[src/rtl/lr35902_snd_pulse_pkg.sv]
// Shared definitions for the square-wave voices: field widths, register
// addresses, duty pattern table and the sweep adder.
package lr35902_snd_pulse_pkg;

    localparam int FREQ_W = 11;
    localparam int LEN_W  = 7;
    localparam int VOL_W  = 4;
    localparam int ENV_W  = 3;

    localparam logic [LEN_W-1:0] LEN_MAX = 7'd64;

    // Sound register addresses (low byte of 0xFF1x / 0xFF2x)
    localparam logic [7:0] NR10_ADDR = 8'h10;
    localparam logic [7:0] NR11_ADDR = 8'h11;
    localparam logic [7:0] NR12_ADDR = 8'h12;
    localparam logic [7:0] NR13_ADDR = 8'h13;
    localparam logic [7:0] NR14_ADDR = 8'h14;
    localparam logic [7:0] NR21_ADDR = 8'h16;
    localparam logic [7:0] NR22_ADDR = 8'h17;
    localparam logic [7:0] NR23_ADDR = 8'h18;
    localparam logic [7:0] NR24_ADDR = 8'h19;
    localparam logic [7:0] NR52_ADDR = 8'h26;

    typedef enum logic [1:0] {
        DUTY_12P5 = 2'd0,
        DUTY_25   = 2'd1,
        DUTY_50   = 2'd2,
        DUTY_75   = 2'd3
    } duty_e;

    // Waveform bit for a given duty setting and step (bit index = step)
    function automatic logic duty_bit(input logic [1:0] duty, input logic [2:0] step);
        logic [7:0] pat;
        case (duty)
            DUTY_12P5: pat = 8'b0000_0001;
            DUTY_25:   pat = 8'b1000_0001;
            DUTY_50:   pat = 8'b1000_0111;
            default:   pat = 8'b0111_1110;
        endcase
        return pat[step];
    endfunction

    // Sweep step: sh +- (sh >> shift), 12 bits so bit 11 flags an add overflow
    function automatic logic [FREQ_W:0] swp_calc(input logic [FREQ_W-1:0] sh,
                                                input logic dec,
                                                input logic [2:0] shift);
        logic [FREQ_W:0] d;
        d = {1'b0, sh >> shift};
        return dec ? ({1'b0, sh} - d) : ({1'b0, sh} + d);
    endfunction

endpackage

[src/rtl/lr35902_snd_env.sv]
// Volume envelope: loads on trigger, steps the volume up/down by one every
// vol_time envelope ticks, saturating at 0 and 15. Shared with the noise voice.
module lr35902_snd_env
    import lr35902_snd_pulse_pkg::*;
(
    input  logic             clk,
    input  logic             reset,
    input  logic             clr,
    input  logic             trigger,
    input  logic             tick_env,
    input  logic [VOL_W-1:0] vol_init,
    input  logic             vol_inc,
    input  logic [ENV_W-1:0] vol_time,
    output logic [VOL_W-1:0] vol
);

    logic [VOL_W-1:0] vol_q, vol_d;
    logic [ENV_W-1:0] tmr_q, tmr_d;

    // Next volume / envelope timer; trigger beats a coincident tick
    always_comb begin
        vol_d = vol_q;
        tmr_d = tmr_q;
        if (clr) begin
            vol_d = '0;
            tmr_d = '0;
        end else if (trigger) begin
            vol_d = vol_init;
            tmr_d = vol_time;
        end else if (tick_env && vol_time != 3'd0) begin
            if (tmr_q <= 3'd1) begin
                tmr_d = vol_time;
                if (vol_inc && vol_q != 4'd15)
                    vol_d = vol_q + 4'd1;
                else if (!vol_inc && vol_q != 4'd0)
                    vol_d = vol_q - 4'd1;
            end else begin
                tmr_d = tmr_q - 3'd1;
            end
        end
    end

    // Envelope state registers
    always_ff @(posedge clk or negedge reset) begin
        if (!reset) begin
            vol_q <= '0;
            tmr_q <= '0;
        end else begin
            vol_q <= vol_d;
            tmr_q <= tmr_d;
        end
    end

    assign vol = vol_q;

endmodule

[src/rtl/lr35902_snd_pulse.sv]
// Square-wave voice (1 with sweep, 2 without): frequency timer, duty
// sequencer, length counter, envelope and optional frequency sweep.
module lr35902_snd_pulse
    import lr35902_snd_pulse_pkg::*;
#(
    parameter int SWEEP = 1
) (
    input  logic        clk,
    input  logic        reset,
    input  logic        master_ena,
    input  logic        ftick,
    input  logic        tick_len,
    input  logic        tick_swp,
    input  logic        tick_env,
    input  logic        trigger,
    input  logic        len_wr,
    input  logic [5:0]  len_val,
    input  logic [1:0]  duty,
    input  logic        cntlen,
    input  logic [10:0] freq,
    input  logic [3:0]  vol_init,
    input  logic        vol_inc,
    input  logic [2:0]  vol_time,
    input  logic [2:0]  swp_time,
    input  logic        swp_dec,
    input  logic [2:0]  swp_shift,
    output logic [3:0]  amp,
    output logic        active,
    output logic        freq_wb,
    output logic [10:0] freq_wb_val
);

    logic [FREQ_W-1:0] timer_q, timer_d;
    logic [2:0]        step_q, step_d;
    logic [LEN_W-1:0]  len_q, len_d;
    logic              active_q, active_d;
    logic [VOL_W-1:0]  amp_q, amp_d;
    logic [FREQ_W-1:0] shadow_q, shadow_d;
    logic [3:0]        swp_tmr_q, swp_tmr_d;
    logic              swp_en_q, swp_en_d;
    logic              freq_wb_q, freq_wb_d;
    logic [FREQ_W-1:0] freq_wb_val_q, freq_wb_val_d;

    logic [VOL_W-1:0]  vol;
    logic              dac_on;
    logic [FREQ_W-1:0] reload;
    logic [3:0]        swp_reload;
    logic [LEN_W-1:0]  len_nx;
    logic [FREQ_W:0]   calc_trig, calc_a, calc_b;
    logic              ovf_trig, ovf_a, ovf_b;

    assign dac_on     = (vol_init != 4'd0) | vol_inc;
    // 0 - freq in 11 bits is 2048 - freq; freq=0 gives 0, which wraps to a
    // full 2048-tick period because expiry is detected at 1.
    assign reload     = 11'd0 - freq;
    assign swp_reload = (swp_time == 3'd0) ? 4'd8 : {1'b0, swp_time};
    assign len_nx     = len_wr ? (LEN_MAX - {1'b0, len_val}) : len_q;

    // Sweep adders: trigger-time check, tick calc, and the follow-up check
    assign calc_trig = swp_calc(freq, swp_dec, swp_shift);
    assign calc_a    = swp_calc(shadow_q, swp_dec, swp_shift);
    assign calc_b    = swp_calc(calc_a[FREQ_W-1:0], swp_dec, swp_shift);
    assign ovf_trig  = !swp_dec && calc_trig[FREQ_W];
    assign ovf_a     = !swp_dec && calc_a[FREQ_W];
    assign ovf_b     = !swp_dec && calc_b[FREQ_W];

    lr35902_snd_env u_env (
        .clk      (clk),
        .reset    (reset),
        .clr      (!master_ena),
        .trigger  (trigger),
        .tick_env (tick_env),
        .vol_init (vol_init),
        .vol_inc  (vol_inc),
        .vol_time (vol_time),
        .vol      (vol)
    );

    // Channel next-state: timer/step, length, sweep, active flag, sample
    always_comb begin
        timer_d       = timer_q;
        step_d        = step_q;
        len_d         = len_q;
        active_d      = active_q;
        shadow_d      = shadow_q;
        swp_tmr_d     = swp_tmr_q;
        swp_en_d      = swp_en_q;
        freq_wb_d     = 1'b0;
        freq_wb_val_d = freq_wb_val_q;

        // Frequency timer; trigger reloads without touching the step
        if (trigger) begin
            timer_d = reload;
        end else if (ftick) begin
            if (timer_q == 11'd1) begin
                timer_d = reload;
                step_d  = step_q + 3'd1;
            end else begin
                timer_d = timer_q - 11'd1;
            end
        end

        // Length counter; a written length is applied before trigger's 0->64 rule
        if (trigger) begin
            len_d = (len_nx == 7'd0) ? LEN_MAX : len_nx;
        end else begin
            len_d = len_nx;
            if (tick_len && cntlen && len_nx != 7'd0) begin
                len_d = len_nx - 7'd1;
                if (len_nx == 7'd1)
                    active_d = 1'b0;
            end
        end

        if (trigger)
            active_d = dac_on;

        // Frequency sweep
        if (SWEEP != 0) begin
            if (trigger) begin
                shadow_d  = freq;
                swp_tmr_d = swp_reload;
                swp_en_d  = (swp_time != 3'd0) || (swp_shift != 3'd0);
                if (swp_shift != 3'd0 && ovf_trig)
                    active_d = 1'b0;
            end else if (tick_swp && swp_en_q) begin
                if (swp_tmr_q <= 4'd1) begin
                    swp_tmr_d = swp_reload;
                    if (swp_time != 3'd0) begin
                        if (ovf_a) begin
                            active_d = 1'b0;
                        end else if (swp_shift != 3'd0) begin
                            shadow_d      = calc_a[FREQ_W-1:0];
                            freq_wb_d     = 1'b1;
                            freq_wb_val_d = calc_a[FREQ_W-1:0];
                            if (ovf_b)
                                active_d = 1'b0;
                        end
                    end
                end else begin
                    swp_tmr_d = swp_tmr_q - 4'd1;
                end
            end
        end

        // DAC off forces the channel inactive regardless of anything above
        if (!dac_on)
            active_d = 1'b0;

        // Sample uses registered step/volume, so it trails them by one cycle
        amp_d = (active_q && duty_bit(duty, step_q)) ? vol : 4'd0;

        if (!master_ena) begin
            timer_d       = '0;
            step_d        = '0;
            len_d         = '0;
            active_d      = 1'b0;
            amp_d         = '0;
            shadow_d      = '0;
            swp_tmr_d     = '0;
            swp_en_d      = 1'b0;
            freq_wb_d     = 1'b0;
            freq_wb_val_d = '0;
        end
    end

    // Channel state registers
    always_ff @(posedge clk or negedge reset) begin
        if (!reset) begin
            timer_q       <= '0;
            step_q        <= '0;
            len_q         <= '0;
            active_q      <= 1'b0;
            amp_q         <= '0;
            shadow_q      <= '0;
            swp_tmr_q     <= '0;
            swp_en_q      <= 1'b0;
            freq_wb_q     <= 1'b0;
            freq_wb_val_q <= '0;
        end else begin
            timer_q       <= timer_d;
            step_q        <= step_d;
            len_q         <= len_d;
            active_q      <= active_d;
            amp_q         <= amp_d;
            shadow_q      <= shadow_d;
            swp_tmr_q     <= swp_tmr_d;
            swp_en_q      <= swp_en_d;
            freq_wb_q     <= freq_wb_d;
            freq_wb_val_q <= freq_wb_val_d;
        end
    end

    assign amp         = amp_q;
    assign active      = active_q;
    assign freq_wb     = freq_wb_q;
    assign freq_wb_val = freq_wb_val_q;

endmodule

[config.mk]
export PLATFORM = sky130hd
export DESIGN_NAME = lr35902_snd_pulse
export DESIGN_NICKNAME = d
export VERILOG_FILES = /design/src/rtl/lr35902_snd_pulse_pkg.sv /design/src/rtl/lr35902_snd_env.sv /design/src/rtl/lr35902_snd_pulse.sv
export SDC_FILE = /design/constraint.sdc
export NUM_CORES = 1
export LEC_CHECK = 0
export BUFFER_PORTS_ARGS = -buffer_cell sky130_fd_sc_hd__buf_2
export CORE_MARGIN = 1.5
export CORE_UTILIZATION = 50
export CTS_CLUSTER_SIZE = 25
export DETAILED_ROUTE_END_ITERATION = 10
export GPL_TIMING_DRIVEN = 0
export HOLD_SLACK_MARGIN = 0.05
export PLACE_DENSITY_LB_ADDON = 0.25
export SLEW_MARGIN = 20
export SYNTH_ARGS = -nofsm -noshare
export SYNTH_HDL_FRONTEND = slang
export SYNTH_SLANG_ARGS = --single-unit
[constraint.sdc]
create_clock -name clk -period 7.05 [get_ports clk]
set_input_delay 0.3525 -clock clk [delete_from_list [all_inputs] [get_ports clk]]
set_output_delay 0.3525 -clock clk [all_outputs]
set_load 0.1 [all_outputs]
==> results.py, run 1 <==
metrics = {
    "floorplan": {
        "core-area_mm2": 0.0133,
        "die_w_um": 120,
        "ioPinCount": 61,
        "start_util_pct": 51.5,
        "die_h_um": 120,
        "rows": 42,
        "die-area_mm2": 0.0144,
    },
    "worst_setup_path": {
        "startpoint": "shadow_q[5]$_DFFE_PN0P_",
        "crit_path_end_kind": "flop",
        "required_ps": 7240,
        "worst-setup-path-type": "flop to flop",
        "rrSetupSlack_ps": -30,
        "reg2regPathDepth": 30,
        "max_stage_delay_ps": 640,
        "worstPathMaxFanout": 5,
        "crit_arrival_ps": 7270,
        "r2r-start": "shadow_q[5]$_DFFE_PN0P_",
        "path_buf_inv": 2,
        "timing.rr.end": "active$_DFF_PN0_",
        "critPathLaunchType": "flop",
        "cp_slowest_cell": "a2111oi_0",
        "path_delay_family": "compound AO/OA/AOI/OAI gates",
    },
    "job": {
        "cap_violations": 0,
    },
    "power": {
        "ir_worst_vdd_v": 0.000177,
        "finalPower_mw": 2.04,
        "p_leak_nw": 3.54,
        "power_density_mw_per_mm2": 249,
    },
    "synthesis": {
        "synth_adder_area_share_pct": 9.50,
        "synth_top_family_by_area": "compound AO/OA/AOI/OAI gates",
        "yosysUniqueCellTypes": 82,
        "synth_compound_area_share_pct": 23.4,
        "syn_inst": 860,
        "netlist.area_leader.share_pct": 22.3,
        "synth_nets": 954,
        "synth-main-ff-cell": "dfrtp_1",
        "synthMuxAreaShare_pct": 11.6,
        "yosys.area_share.simple_pct": 21.7,
        "synth_top_area_cell": "dfrtp_1",
        "async_flop_share_pct": 100,
        "synth_seq_cells": 61,
        "synth_top_cells_by_area": "dfrtp_1 (22%), ha_1 (8.8%), mux2i_1 (7.3%)",
        "avgSynthCellArea_um2": 7.96,
        "ys_seq_area_share_pct": 22.3,
        "synthXorXnorAreaFrac_pct": 6.27,
        "ys_warn_count": 0,
        "syn_area_mm2": 0.00685,
        "synth-edff-count": 0,
    },
    "sta": {
        "setup_viol": 1,
        "hold_viol": 0,
        "worst_slew_pin_slew_ps": 1050,
        "hold_slack_ps": 326,
        "fin_skew_ps": 6.21,
        "slew_headroom_pct": 29.4,
        "period_share_pct": 100,
        "setup_ws_ps": -29.7,
        "rsz0062_at_grt": "true",
        "fin_crit_ps": 7080,
        "report.final.slew_viol_count": 0,
        "fmax_ghz": 0.141,
    },
    "clocking": {
        "clockBufferDepth": 2,
        "clockRootBuffer": "clkbuf_16",
        "cts_tree": "built",
        "cts.sinks": 61,
        "clk-insertion-delay-late_ps": 340,
        "clkTransAtPathRegs_ps": 60,
        "htreeDepth": 3,
        "numCtsBuffers": 9,
    },
    "min_path": {
        "worstHoldPathCells": 3,
        "min_path_type": "input pin to flop",
        "holdPathEnd": "swp_tmr_q[2]$_DFFE_PN0P_",
        "min_from": "swp_time[2]",
    },
    "final_layout": {
        "n_antenna_cell": 0,
        "final_net_count": 1045,
        "layoutNonFillerInstCount": 1132,
        "drive_gt1_share_pct": 20.7,
        "areaGrowthSynthToFinish_pct": 19.7,
    },
    "drt": {
        "drt_iter0_drc": 782,
        "via_count": 7130,
        "ant_nets": 0,
        "firstDrtPassIters": 5,
        "drcViolationCount": 0,
        "avgViaCountPerCell": 6.30,
        "wl_per_cell_um": 19.0,
        "routed_wl_um": 21500,
    },
    "outcome": {
        "status": "finished, violations left",
        "violations": "setup timing",
    },
    "grt": {
        "grt_pass1_vias": 6801,
        "grt_first_pass_wirelength_um": 34500,
        "grt-ovfl-total": 0,
        "grt_usage_pct": 30.0,
        "antenna_found_initial": 0,
        "grt_max_degree": 39,
    },
    "placed_design": {
        "gp_congestion": 0.975,
        "hpwl_um": 15300,
        "port_buffers": 55,
        "place_ws_ps": -1360,
        "place_inst": 1092,
    },
}
[cells in the mapped netlist, drive strengths merged (7+ instances only)]
master / instances
dfrtp: 61
inv: 38
ha: 48
xnor2: 27
and3: 8
nor2: 106
o22ai: 7
nand3: 15
or3: 7
buf: 19
o21a: 9
nand2b: 12
a211oi: 13
a21oi: 46
clkbuf: 29
mux4: 11
a31oi: 23
and2: 18
a21o: 7
xor2: 22
nand2: 87
nor2b: 7
mux2i: 50
o21ai: 50
nor3: 21
o211ai: 12
nor4: 10
[kinds of logic after synthesis]
kind of cell | count (synthesis)
buffers and inverters | 86
AO/OA/AOI/OAI | 234
multiplexers | 65
adder cells (fa/ha/maj) | 51
flip-flops | 61
XOR/XNOR | 49
AND/OR/NAND/NOR | 314
[power by group]
group          internal [mW]  switching [mW]  total [mW]
clock                  0.311           0.178       0.489
combinational          0.475           0.664        1.14
sequential             0.379          0.0298       0.409
[repair_timing]
item,4_1_cts,5_1_grt
hold buffers,1,0
endpoints found under the hold margin,23,0
pin swaps,19,22
setup buffers,24,3
setup endpoints to repair,1,1
gates resized for setup,43,40
[state kept, by name (all words and copies together) (netlist names)]
name,flops
u_env.tmr_q,3
active,1
step_q,3
amp,4
freq_wb,1
u_env.vol,4
freq_wb_val,11
len_q,7
swp_tmr_q,4
swp_en_q,1
timer_q,11
shadow_q,11
[area by class of cell]
type / count / area (um2)
Sequential cell: 61 / 1530
Buffer: 44 / 205
Timing Repair Buffer: 84 / 514
Clock inverter: 7 / 98.8
Clock buffer: 9 / 225
Tap cell: 176 / 220
Multi-Input combinational cell: 713 / 5260
Fill cell: 1236 / 5100
Inverter: 38 / 143
[cells in the final DEF, fill, tap and decap left out, types with 9 or more instances in the layout]
cell | Yosys | routed
a31oi_1 | 23 | 21
o21ai_0 | 50 | 46
mux4_2 | 10 | 11
a21oi_1 | 45 | 40
xor2_1 | 22 | 22
nand2b_1 | 12 | 12
nor4_1 | 9 | 9
buf_4 | 1 | 28
buf_2 | 12 | 66
o211ai_1 | 12 | 12
nand2_1 | 87 | 87
inv_1 | 38 | 37
o21a_1 | 9 | 9
xnor2_1 | 27 | 26
mux2i_1 | 50 | 44
nor2_1 | 106 | 106
dfrtp_1 | 61 | 57
nand3_1 | 15 | 15
clkbuf_1 | 29 | 23
clkbuf_16 | 0 | 9
ha_1 | 48 | 44
a211oi_1 | 13 | 12
and2_1 | 16 | 14
nor3_1 | 21 | 19
[worst reg2reg max path, delay by kind of cell, from the launching register on]
kind                     cells  cell delay [ps]
XOR/XNOR                     1              120
flip-flops                   1              420
AND/OR/NAND/NOR             13             2170
multiplexers                 1              470
adder cells (fa/ha/maj)      2              670
buffers and inverters        2              280
AO/OA/AOI/OAI               11             2780
[per-stage QoR]
stage               area [um2]  setup TNS (ps)  util (%)
detailed placement        7360           -1360      55.4
CTS                       8050            -184      60.5
global placement          7340           -1300      55.2
floorplan                 6850               0         -
global route              8200            -147      61.6
finish                    8200           -29.7      61.6
[worst max path at each step]
stage | to | slack (ps) | cells past startpoint
detailed placement | active$_DFF_PN0_ | -1360 | 34
global route | active$_DFF_PN0_ | -150 | 29
floorplan | active$_DFF_PN0_ | 180 | 33
global placement | active$_DFF_PN0_ | -1300 | 34
CTS | active$_DFF_PN0_ | -180 | 31
finish | active$_DFF_PN0_ | -30 | 30
[per-layer routing]
layer	GRT usage, %	wire [um]	up-vias
met5	0	0	-
met4	11.1	567	0
met3	6.46	2050	54
met2	46.1	9620	382
met1	41.3	9290	3352
li1	-	-	3342
(Power assumes the default switching activity.)
==> inputs of run 2 (changes only) <==
--- a/config.mk
+++ b/config.mk
@@ -12,6 +12,7 @@
 export DETAILED_ROUTE_END_ITERATION = 10
 export GPL_TIMING_DRIVEN = 0
 export HOLD_SLACK_MARGIN = 0.05
+export MAX_ROUTING_LAYER = met4
 export PLACE_DENSITY_LB_ADDON = 0.25
 export SLEW_MARGIN = 20
 export SYNTH_ARGS = -nofsm -noshare
==> results.py, run 2 (synthesized netlist as in run 1, its figures left out) <==
metrics = {
    "sta": {
        "rsz0062_at_grt": "true",
        "period_share_pct": 102,
        "setup_viol": 1,
        "report.final.slew_viol_count": 0,
        "worst_slew_pin_slew_ps": 1130,
        "fin_crit_ps": 7180,
        "fin_skew_ps": 7.06,
        "hold_viol": 0,
        "setup_ws_ps": -130,
        "slew_headroom_pct": 23.7,
        "fmax_ghz": 0.139,
    },
    "job": {
        "cap_violations": 0,
    },
    "final_layout": {
        "multi_input_area_mm2": 0.00522,
        "drive_gt1_share_pct": 20.3,
        "n_antenna_cell": 0,
        "areaGrowthSynthToFinish_pct": 19.7,
        "nFillCells": 1200,
        "layoutNonFillerInstCount": 1138,
        "final_common_cell": "nor2_1",
        "final_cell_mix": "nor2_1 (106), nand2_1 (87), buf_2 (66)",
        "seqCellArea_mm2": 0.00153,
        "final_net_count": 1051,
    },
    "clocking": {
        "cts.sinks": 61,
        "htreeDepth": 3,
        "clockRootBuffer": "clkbuf_16",
        "clkTransAtPathRegs_ps": 60,
        "clockBufferDepth": 2,
        "clk-insertion-delay-late_ps": 340,
        "numCtsBuffers": 9,
        "cts_tree": "built",
    },
    "power": {
        "p_leak_nw": 3.55,
        "ir_worst_vdd_v": 0.000174,
        "comb_power_share_pct": 56.5,
        "p_clk_share_pct": 23.7,
        "p_sw_mw": 0.881,
        "p_int_mw": 1.18,
        "power_density_mw_per_mm2": 252,
        "finalPower_mw": 2.06,
        "p_sw_share_pct": 42.7,
        "pwr-share-seq_pct": 19.8,
    },
    "floorplan": {
        "rows": 42,
        "die_h_um": 120,
        "ioPinCount": 61,
        "core-area_mm2": 0.0133,
        "start_util_pct": 51.5,
        "die-area_mm2": 0.0144,
        "die_w_um": 120,
    },
    "drt": {
        "avgViaCountPerCell": 6.30,
        "drt_iter0_drc": 893,
        "routed_wl_um": 21500,
        "drcViolationCount": 0,
        "wl_per_cell_um": 18.9,
        "ant_nets": 0,
        "firstDrtPassIters": 5,
        "via_count": 7165,
    },
    "worst_setup_path": {
        "max_stage_delay_ps": 480,
        "worst-setup-path-type": "flop to flop",
        "crit_path_end_kind": "flop",
        "worstPathMaxFanout": 5,
        "path_delay_family": "simple AND/OR/NAND/NOR gates",
        "required_ps": 7240,
        "path_buf_inv": 2,
        "crit_arrival_ps": 7370,
        "r2r-start": "shadow_q[4]$_DFFE_PN0P_",
        "startpoint": "shadow_q[4]$_DFFE_PN0P_",
        "cp_slowest_cell": "mux4_2",
        "critPathLaunchType": "flop",
    },
    "min_path": {
        "min_from": "vol_time[0]",
        "min_path_type": "input pin to flop",
    },
    "placed_design": {
        "port_buffers": 55,
        "gp_congestion": 0.993,
        "place_inst": 1092,
        "hpwl_um": 15300,
    },
    "grt": {
        "grt_first_pass_wirelength_um": 34100,
        "grt_max_degree": 34,
        "antenna_found_initial": 0,
        "grt_pass1_vias": 6638,
        "grt_usage_pct": 30.4,
        "grt-ovfl-total": 0,
    },
    "outcome": {
        "status": "finished, violations left",
        "violations": "setup timing",
    },
}
[run 2: routing by layer]
layer	GRT usage (%)	vias up	share of wire, %
met2	45.5	362	45
li1	-	3354	-
met1	41.5	3397	44
met4	10.2	0	2.3
met5	-	-	0
met3	5.85	52	8.6
[run 2: what timing repair did]
| item | 4_1_cts | 5_1_grt |
|---|---|---|
| setup buffers | 25 | 6 |
| hold buffers | 1 | 0 |
| gates cloned | 0 | 0 |
| pin swaps | 20 | 22 |
| endpoints found under the hold margin | 28 | 0 |
| gates resized for setup | 44 | 26 |
| setup endpoints to repair | 1 | 1 |
[run 2: worst min-delay path, delay by kind of cell]
family,cells,cell delay (ps)
compound gates,1,70
simple gates,1,100
buf+inv,1,110
[run 2: power by group through the flow]
stage / Sequential, mW / Clock [mW] / Combinational (mW)
floorplan: 0.432 / 0 / 0.668
global placement: 0.414 / 0 / 0.917
detailed placement: 0.414 / 0 / 0.928
CTS: 0.408 / 0.494 / 1.07
global route: 0.413 / 0.508 / 1.26
finish: 0.409 / 0.488 / 1.17
[run 2: stage by stage]
stage	TNS [ps]	utilization (%)	worst slack (ps)	hold WS [ps]	instance area (um2)
after global placement	-1300	55.2	-1300	477	7340
after floorplan	0	-	176	56.9	6850
after detailed placement	-1290	55.4	-1290	311	7360
after global routing	-316	61.6	-316	345	8190
final	-130	61.6	-130	330	8190
after CTS	-126	60.4	-126	323	8040
[run 2: worst paths after layout]
| kind | endpoint | slack [ps] | cells past startpoint |
|---|---|---|---|
| max | active$_DFF_PN0_ | -130 | 31 |
| min | u_env.tmr_q[0]$_DFFE_PN0P_ | 330 | 3 |
| max reg2reg | active$_DFF_PN0_ | -130 | 31 |
| min reg2reg | u_env.tmr_q[1]$_DFFE_PN0P_ | 490 | 2 |
| max in group asynchronous | shadow_q[3]$_DFFE_PN0P_ | 6040 | 3 |
| min in group asynchronous | u_env.tmr_q[1]$_DFFE_PN0P_ | 480 | 2 |
[run 2: cell type report]
type / instances / area share [%]
inverter: 38 / 1.74
sequential: 61 / 18.7
clock inverter: 7 / 1.19
tap: 176 / 2.69
buffer: 46 / 2.61
multi-input combinational: 713 / 63.7
timing repair buffer: 88 / 6.64
clock buffer: 9 / 2.75
